### config.mk
export PLATFORM = sky130hd
export DESIGN_NAME = tcp_payload_packer
export DESIGN_NICKNAME = d
export VERILOG_FILES = /design/src/rtl/tcp_payload_packer.sv
export SDC_FILE = /design/constraint.sdc
export NUM_CORES = 1
export LEC_CHECK = 0
export CAP_MARGIN = 20
export CORE_ASPECT_RATIO = 1.1
export CORE_MARGIN = 2
export CORE_UTILIZATION = 53
export CTS_CLUSTER_SIZE = 28
export DETAILED_ROUTE_END_ITERATION = 8
export MAX_ROUTING_LAYER = met4
export PLACE_DENSITY = 0.81
export SETUP_SLACK_MARGIN = 0.05
export SYNTH_ARGS = -nofsm -noshare
export SYNTH_HDL_FRONTEND = slang
export SYNTH_SLANG_ARGS = --single-unit
### constraint.sdc
create_clock -name clk -period 9.1 [get_ports clk]
set_input_delay 2.275 -clock clk [delete_from_list [all_inputs] [get_ports clk]]
set_output_delay 2.275 -clock clk [all_outputs]
set_load 0.01 [all_outputs]
### src/rtl/tcp_payload_packer.sv
// Packs a byte stream into 32-bit big-endian words for two ping-pong TCP write
// memories, tracking each segment's byte length and one's-complement payload sum.
module tcp_payload_packer #(
  parameter int MAX_LEN   = 1024,
  parameter int IDLE_TOUT = 1000
) (
  input  logic        clk,
  input  logic        rst_n,
  input  logic [7:0]  s_dat_i,
  input  logic        s_val_i,
  input  logic        s_last_i,
  output logic        s_rdy_o,
  input  logic [1:0]  wr_lock_i,
  output logic [31:0] wdat_o,
  output logic        wr_o,
  output logic [1:0]  wr_sel_o,
  output logic        wr_op_stop_o,
  output logic [15:0] wdat_chksum_o,
  output logic [15:0] wdat_len_o,
  output logic        busy_o
);

  typedef enum logic [2:0] {IDLE, FILL, LAST_WR, STOP, WAIT_LOCK} state_t;

  localparam int              TW        = (IDLE_TOUT > 1) ? $clog2(IDLE_TOUT) : 1;
  localparam logic [TW-1:0]   TOUT_LAST = TW'((IDLE_TOUT > 0) ? IDLE_TOUT - 1 : 0);
  localparam logic [11:0]     LEN_LAST  = 12'(MAX_LEN - 1);

  state_t        state;
  logic          ptr;
  logic [11:0]   byte_cnt;
  logic [15:0]   acc;
  logic [31:0]   pack;
  logic [7:0]    hi_byte;
  logic [TW-1:0] tout_cnt;

  logic          accept;
  logic          close_by_byte;
  logic          idle_tick;
  logic          tout_hit;
  logic [1:0]    lane;
  logic [31:0]   pack_next;
  logic [15:0]   acc_byte;
  logic [15:0]   acc_tout;

  // One's-complement add; a+b folded once can never carry again.
  function automatic logic [15:0] ones_add(input logic [15:0] a, input logic [15:0] b);
    logic [16:0] s;
    s = {1'b0, a} + {1'b0, b};
    return s[15:0] + {15'd0, s[16]};
  endfunction

  assign lane          = byte_cnt[1:0];
  assign accept        = s_val_i & s_rdy_o;
  assign close_by_byte = accept & (s_last_i | (byte_cnt == LEN_LAST));
  assign idle_tick     = (IDLE_TOUT != 0) && (state == FILL) && (byte_cnt != 12'd0) && !accept;
  assign tout_hit      = idle_tick && (tout_cnt == TOUT_LAST);

  // NOTE: every variable gets a default at the top of always_comb so no path leaves it unassigned (no latch).
  always_comb begin
    pack_next = pack;
    case (lane)
      2'd0:    pack_next[31:24] = s_dat_i;
      2'd1:    pack_next[23:16] = s_dat_i;
      2'd2:    pack_next[15:8]  = s_dat_i;
      default: pack_next[7:0]   = s_dat_i;
    endcase
  end

  // Odd byte completes a pair; an even-position byte that closes the segment is padded with 00.
  assign acc_byte = byte_cnt[0]  ? ones_add(acc, {hi_byte, s_dat_i}) :
                    close_by_byte ? ones_add(acc, {s_dat_i, 8'h00}) : acc;
  assign acc_tout = byte_cnt[0]  ? ones_add(acc, {hi_byte, 8'h00}) : acc;

  // NOTE: sequential state uses non-blocking assignments so all registers update from pre-edge values.
  always_ff @(posedge clk or negedge rst_n) begin
    if (!rst_n) begin
      state         <= IDLE;
      ptr           <= 1'b0;
      byte_cnt      <= '0;
      acc           <= '0;
      pack          <= '0;
      hi_byte       <= '0;
      tout_cnt      <= '0;
      s_rdy_o       <= 1'b0;
      wdat_o        <= '0;
      wr_o          <= 1'b0;
      wr_sel_o      <= 2'b01;
      wr_op_stop_o  <= 1'b0;
      wdat_chksum_o <= '0;
      wdat_len_o    <= '0;
      busy_o        <= 1'b0;
    end else begin
      wr_o         <= 1'b0;
      wr_op_stop_o <= 1'b0;
      case (state)
        IDLE: begin
          if (!wr_lock_i[ptr]) begin
            wr_sel_o <= ptr ? 2'b10 : 2'b01;
            s_rdy_o  <= 1'b1;
            busy_o   <= 1'b1;
            state    <= FILL;
          end
        end
        FILL: begin
          if (accept) begin
            byte_cnt <= byte_cnt + 12'd1;
            tout_cnt <= '0;
            acc      <= acc_byte;
            if (!byte_cnt[0]) hi_byte <= s_dat_i;
            if ((lane == 2'd3) || close_by_byte) begin
              wdat_o <= pack_next;
              wr_o   <= 1'b1;
              pack   <= '0;
            end else begin
              pack <= pack_next;
            end
            if (close_by_byte) begin
              s_rdy_o <= 1'b0;
              state   <= LAST_WR;
            end
          end else if (tout_hit) begin
            acc      <= acc_tout;
            tout_cnt <= '0;
            s_rdy_o  <= 1'b0;
            state    <= LAST_WR;
            if (lane != 2'd0) begin
              wdat_o <= pack;
              wr_o   <= 1'b1;
              pack   <= '0;
            end
          end else if (idle_tick) begin
            tout_cnt <= tout_cnt + 1'b1;
          end
        end
        LAST_WR: begin
          wr_op_stop_o  <= 1'b1;
          wdat_len_o    <= {4'd0, byte_cnt};
          wdat_chksum_o <= acc;
          state         <= STOP;
        end
        STOP: state <= WAIT_LOCK;
        WAIT_LOCK: begin
          // The reader owns this buffer once it locks it; only then move to the other one.
          if (wr_lock_i[ptr]) begin
            ptr      <= ~ptr;
            byte_cnt <= '0;
            acc      <= '0;
            hi_byte  <= '0;
            tout_cnt <= '0;
            busy_o   <= 1'b0;
            state    <= IDLE;
          end
        end
        default: state <= IDLE;
      endcase
    end
  end

endmodule
## Word level (Yosys, flattened, before mapping)

Cells that the tools add are included.
W data, S select, Z words.

- Register bits after elaboration: 148
- Input port bits: 14
- Output and inout port bits: 70
- Word-level logic and storage cells: 127

- Add/sub/neg operators: 8
- Reduce and logical (&&, ||, !) cells: 26
- Equality and inequality tests: 19
- Multiplexer cells: 53
- Bitwise logic cells: 5
- $lt $le $gt $ge: 1

Operators with widths:

| cell | count |
|---|---|
| $mux W32 | 8 |
| $mux W16 | 6 |
| $mux W8 | 7 |
| $add A16 B16 Y17 | 3 |
| $add A16 B1 Y16 | 3 |
| $mux W10 | 4 |
| $pmux W16 S2 | 1 |
| $mux W12 | 2 |
| $pmux W12 S2 | 1 |
| $pmux W10 S2 | 1 |
| $pmux W8 S2 | 1 |
| $reduce_and A4 Y1 | 4 |
| $mux W3 | 5 |
| $pmux W3 S5 | 1 |
| $mux W1 | 13 |
| $add A12 B1 Y12 const B | 1 |
| $eq A12 B10 Y1 const B | 1 |
| $ne A3 B3 Y1 const B | 4 |
| $reduce_and A3 Y1 | 4 |
| $reduce_bool A12 Y1 | 1 |
| $reduce_bool A2 Y1 | 6 |
| $add A10 B1 Y10 const B | 1 |
| $eq A10 B10 Y1 const B | 1 |
| $ne A2 B2 Y1 const B | 4 |
| 21 further kinds | 29 |

## Longest topological paths before layout

- Word-level depth: 7
- Gate-level depth with buffers: 19

## Least setup slack after synthesis

No wires, ideal clock.

- Path kind: input port to flip-flop
- From: input port s_dat_i[1]
- To: register acc[15]
- Setup slack: 2.920 ns
- Data arrival time: 6.076 ns
- Cell stages on the path: 19
- Library setup time: 0.104 ns
- Data required time: 8.996 ns
- Cell sequence: clkbuf_1 -> inv_1 -> fa_1 -> nand2b_1 -> a211o_1 -> a31oi_2 -> a21oi_1 -> o21ai_0 -> a21o_1 -> ha_1 -> nor2b_1 -> and2_1 -> nand3b_1 -> nand4bb_4 -> nor4b_2 -> nand4_1 -> nor3_2 -> nor4b_2 -> o41ai_2

- Longest elaborated chain between the ends: 6

Ends and longest elaborated chain:

| item | RTL line | text |
|---|---|---|
| start: declaration | 9 | `input logic [7:0] s_dat_i,` |
| $add A16 B16 Y17 | 49 | `s = {1'b0, a} + {1'b0, b};` |
| $add A16 B1 Y16 | 50 | `return s[15:0] + {15'd0, s[16]};` |
| $mux W16 | 72 | `close_by_byte ? ones_add(acc, {s_dat_i, 8'h00}) : acc;` |
| $mux W16 (*) | 71 | `assign acc_byte = byte_cnt[0] ? ones_add(acc, {hi_byte, s_dat_i}) :` |
| $mux W16 (*) | 106 | `if (accept) begin` |
| $pmux W16 S2 (*) | 96 | `case (state)` |
| end signal: assignment | 109 | `acc <= acc_byte;` |
| end signal: assignment | 123 | `acc <= acc_tout;` |
| end: declaration | 32 | `logic [15:0] acc;` |

Mark *: on every way between the ends. The rest lies on a longest branch, timed or not. The select of a mux whose other input is x is not followed.
A chain may end at the register's enable or synchronous reset.

## Worst setup path after layout

- From: input port s_dat_i[0]
- To: register acc[15]

The elaborated chain is that of the path after synthesis.

==> summary.txt <==
Clock tree
  • Clk Latency, worst-skew pair: roughly 430 ps
  • Clock Sinks: roughly 150
  • CTS tree: done
  • Cts repair resizes: 0
  • Post CTS Setup Buffer Count: 0
  • CTS max path bufs: 2
  • Hold Buf Count CTS: 0
  • Worst-path clk slew: ~60 ps
  • CTS buffer count: 17
  • CTS root buffer: clkbuf_16
  • H-tree depth: 4

Pwr
  • Pwr per Cell Area: roughly 330 nW/um2
  • Sw Ratio: 41.8%
  • Sequential Power Share: between 30% and 40%
  • Peak supply drop: about 0.2 mV
  • Power share of the clock group: between 20 and 25%
  • Pwr Total: around 0.0034 W
  • Pint: a little under 0.002 W
  • Comb pwr share: 49.3%
  • Leakage power: about 4.6 nW
  • Sw power: ~0.0014 W

Critical path
  • Critical Path Start Type: primary input
  • Slowest-stage cell, CP: clkdlybuf4s50_1
  • Worst path arrival time: ~7200 ps
  • Delay-heaviest family, CP: simple AND/OR/NAND/NOR gates
  • Setup CP Type: in -> reg
  • CP cell instances: clkdlybuf4s50_1 -> ha_1 -> inv_1 -> fa_1 -> nand2b_1 -> a211o_1 -> a31oi_2 -> a21oi_1 -> o21ai_0 -> a21o_1 -> ha_1 -> nor2b_1 -> and2_1 -> nand3b_1 -> nand4bb_4 -> nor4b_2 -> nand4_1 -> nor3_2 -> nor4b_2 -> o41ai_2
  • CP Capture Type: flop
  • Crit path buf inv count: 2
  • CP peak stage delay: 770 ps
  • Worst-path fanout max: 10
  • Critical path data required time: roughly 9400 ps

Global route
  • GRT Residual Overflow: 0
  • Global-route wire length before repair: ~36000 um
  • Vias in the first global route: 6791
  • Gr usage total: about a quarter
  • Initial antenna violation count: 0
  • Largest net degree at the start of global routing: 76

Synth
  • Unique masters post-synth: between 60 and 70
  • Synth Area in Compound Gates: between 10% and 20%
  • Main synth FF type: dfrtp_1
  • Simple-gate share of the synthesized area: between 10% and 20%
  • Sequential area share after synthesis: between 40 and 50%
  • Fraction of synthesized area in multiplexers: around 8.2%
  • #FFs+latches synth: ~150
  • Fraction of the mapped netlist area in adder cells: 5.73%
  • Post-Synthesis Cells: 897
  • Area of the mapped netlist: slightly below 9000 um2
  • YS warnings: 0
  • Post-synth EDFFs: 0
  • Largest family of logic cells by synthesized area: simple AND/OR/NAND/NOR gates
  • Share of flip-flops with an asynchronous set or reset: 100%
  • Post-Synth XOR/XNOR Area: under 10%
  • Synthesized area per cell: between 9 and 10 um2

Timing
  • Relative slew slack: between 30% and 40%
  • Final setup viols: 0
  • Crit share post-route: roughly 75%
  • Post-route setup slack: ~2300 ps
  • Worst-margin pin slew: between 1000 and 1500 ps
  • Clk_skew: 8.69 ps
  • Min Tclk post-route: 6840 ps
  • Slew Viols, Final: 0
  • Final Hold Fails: 0
  • FMAX: between 0.1 and 0.15 GHz
  • Final setup TNS: 0 ps
  • RSZ-0062 raised after global routing: no

Drt
  • Drt pass-1 iters: 5
  • WL/cell: about 19 um
  • DR vias/cell: 6.02
  • Routed WL: 22100 um
  • Drt drc: 0
  • ANT nets after route: 0
  • Iter 0 DRT Violations: between 500 and 600
  • Vias: slightly above 7000

Floorplan
  • IO Pins: 84
  • Die height: ~140 um
  • Die area: ~17000 um2
  • # rows: 49
  • Die width: ~130 um
  • Core area: 16200 um2
  • Starting Density: a little over half

Finish
  • Nets@finish: 1005
  • Layout cells sized above 1: under 10%
  • Fill cells: ~1300
  • Commonest non-fill, non-tap cell in the layout: dfrtp_1
  • Sequential cell area: between 3000 and 4000 um2
  • Post-Layout Inst Area: between 10000 and 15000 um2
  • Synth-to-layout area growth: 17.2%
  • Ant. Diodes: 0
  • Area of the multi-input gates: around 4700 um2
  • Most frequent cells in the layout: dfrtp_1, nand2_1, o21ai_0

Placed design
  • I/O Buffers: 79
  • Placed cell area: 9590 um2
  • Routability cong.: ~0.9
  • Pre-CTS WS: around 1800 ps
  • Detailed Place HPWL: approximately 15000 um

Hold path
  • Hold WC Path Type: reg -> reg

Outcome
  • Status: completed

Run
  • MaxCap Viol Count: 0
cell type report:
class                           count  share of cell area (%)
Multi-Input combinational cell    679                    46.3
Sequential cell                   148                    36.4
Timing Repair Buffer               86                    8.41
Clock buffer                       19                    4.45
Tap cell                          204                    2.51
Clock inverter                     13                    1.22
Inverter                           21                   0.774
routing by layer:
| metal | vias to the layer above | track usage (%) | share of wire (%) |
|---|---|---|---|
| met5 | - | - | 0 |
| li1 | 3302 | - | - |
| met1 | 3428 | 33.1 | 42 |
| met4 | 0 | 10.9 | 3.6 |
| met3 | 61 | 5.38 | 5.5 |
| met2 | 247 | 42.4 | 49 |
final timing paths:
kind | start | endpoint | slack (ps) | cells past startpoint
worst max-delay path | s_dat_i[0] | acc[15] | 2260 | 20
worst min-delay path | wr_sel_o[0] | wr_sel_o[0] | 470 | 2
worst max register to register | acc[0] | acc[15] | 4480 | 19
worst min register to register | wr_sel_o[0] | wr_sel_o[0] | 470 | 2
max in group asynchronous | rst_n | tout_cnt[5] | 5820 | 2
min in group asynchronous | rst_n | wdat_o[13] | 1850 | 1
worst reg2reg max path: stages, from the launching register on:
cell and delay [ps]:
dfrtp_1 450, ha_1 250, inv_1 70, fa_1 400, nand2b_1 240, a211o_1 340
a31oi_2 250, a21oi_1 140, o21ai_0 170, a21o_1 180, ha_1 140, nor2b_1 170
and2_1 200, nand3b_1 120, nand4bb_4 260, nor4b_2 280, nand4_1 230, nor3_2 240
nor4b_2 80, o41ai_2 320
cell families after synthesis:
group                      Yosys count
and+or+nand+nor                    292
xor gates and xnor gates            65
DFF                                148
adders and majority gates           38
buffers and inverters               73
muxes                               67
other                                1
AOI/OAI and AO/OA                  213
metrics by stage:
stage,cells,utilization (%),hold slack (ps)
after floorplan,900,-,453
after global placement,1137,59.3,461
after detailed placement,1137,59.3,462
after CTS,1169,62.8,481
after global routing,1170,62.9,485
final,1170,62.9,474
registers in the layout, indices dropped and copies added (netlist names), 3 cells and up:
name and cells:
wdat_o 32, pack 32, byte_cnt 12, hi_byte 8, tout_cnt 10, wdat_chksum_o 16
acc 16, state 3, wdat_len_o 12
cell usage after synthesis (all sizes together) (4+ instances only):
library cell / instances / area [um2]
nand2b: 10 / 62.6
nor2b: 10 / 62.6
o21a: 4 / 30.0
clkbuf: 34 / 128
or3: 5 / 31.3
o211ai: 4 / 30.0
a21oi: 38 / 194
nor4b: 4 / 53.8
xor2: 29 / 254
and2: 18 / 113
ha: 35 / 438
mux2: 31 / 349
nor2: 64 / 240
dfrtp: 147 / 3680
nand3: 35 / 175
nand3b: 5 / 37.5
and3: 8 / 50.1
a21o: 10 / 75.1
a31oi: 5 / 37.5
nand2: 88 / 333
a211oi: 7 / 65.1
xnor2: 35 / 314
a22o: 28 / 245
nand4: 8 / 50.1
inv: 21 / 78.8
nor4: 7 / 73.8
nor3: 16 / 85.1
mux2i: 36 / 360
o21ai: 87 / 435
nor3b: 6 / 45.0
a22oi: 8 / 60.1
buf: 18 / 87.6
power groups by stage:
stage / Sequential, W / Combinational [W] / Clock (W)
after CTS: 0.00104 / 0.00166 / 0.000693
after global routing: 0.00106 / 0.00184 / 0.000721
after detailed placement: 0.00104 / 0.00164 / 0
after global placement: 0.00104 / 0.00161 / 0
after floorplan: 0.00101 / 0.00115 / 0
final: 0.00104 / 0.00168 / 0.000691
Power figures use the tool's default switching activity.
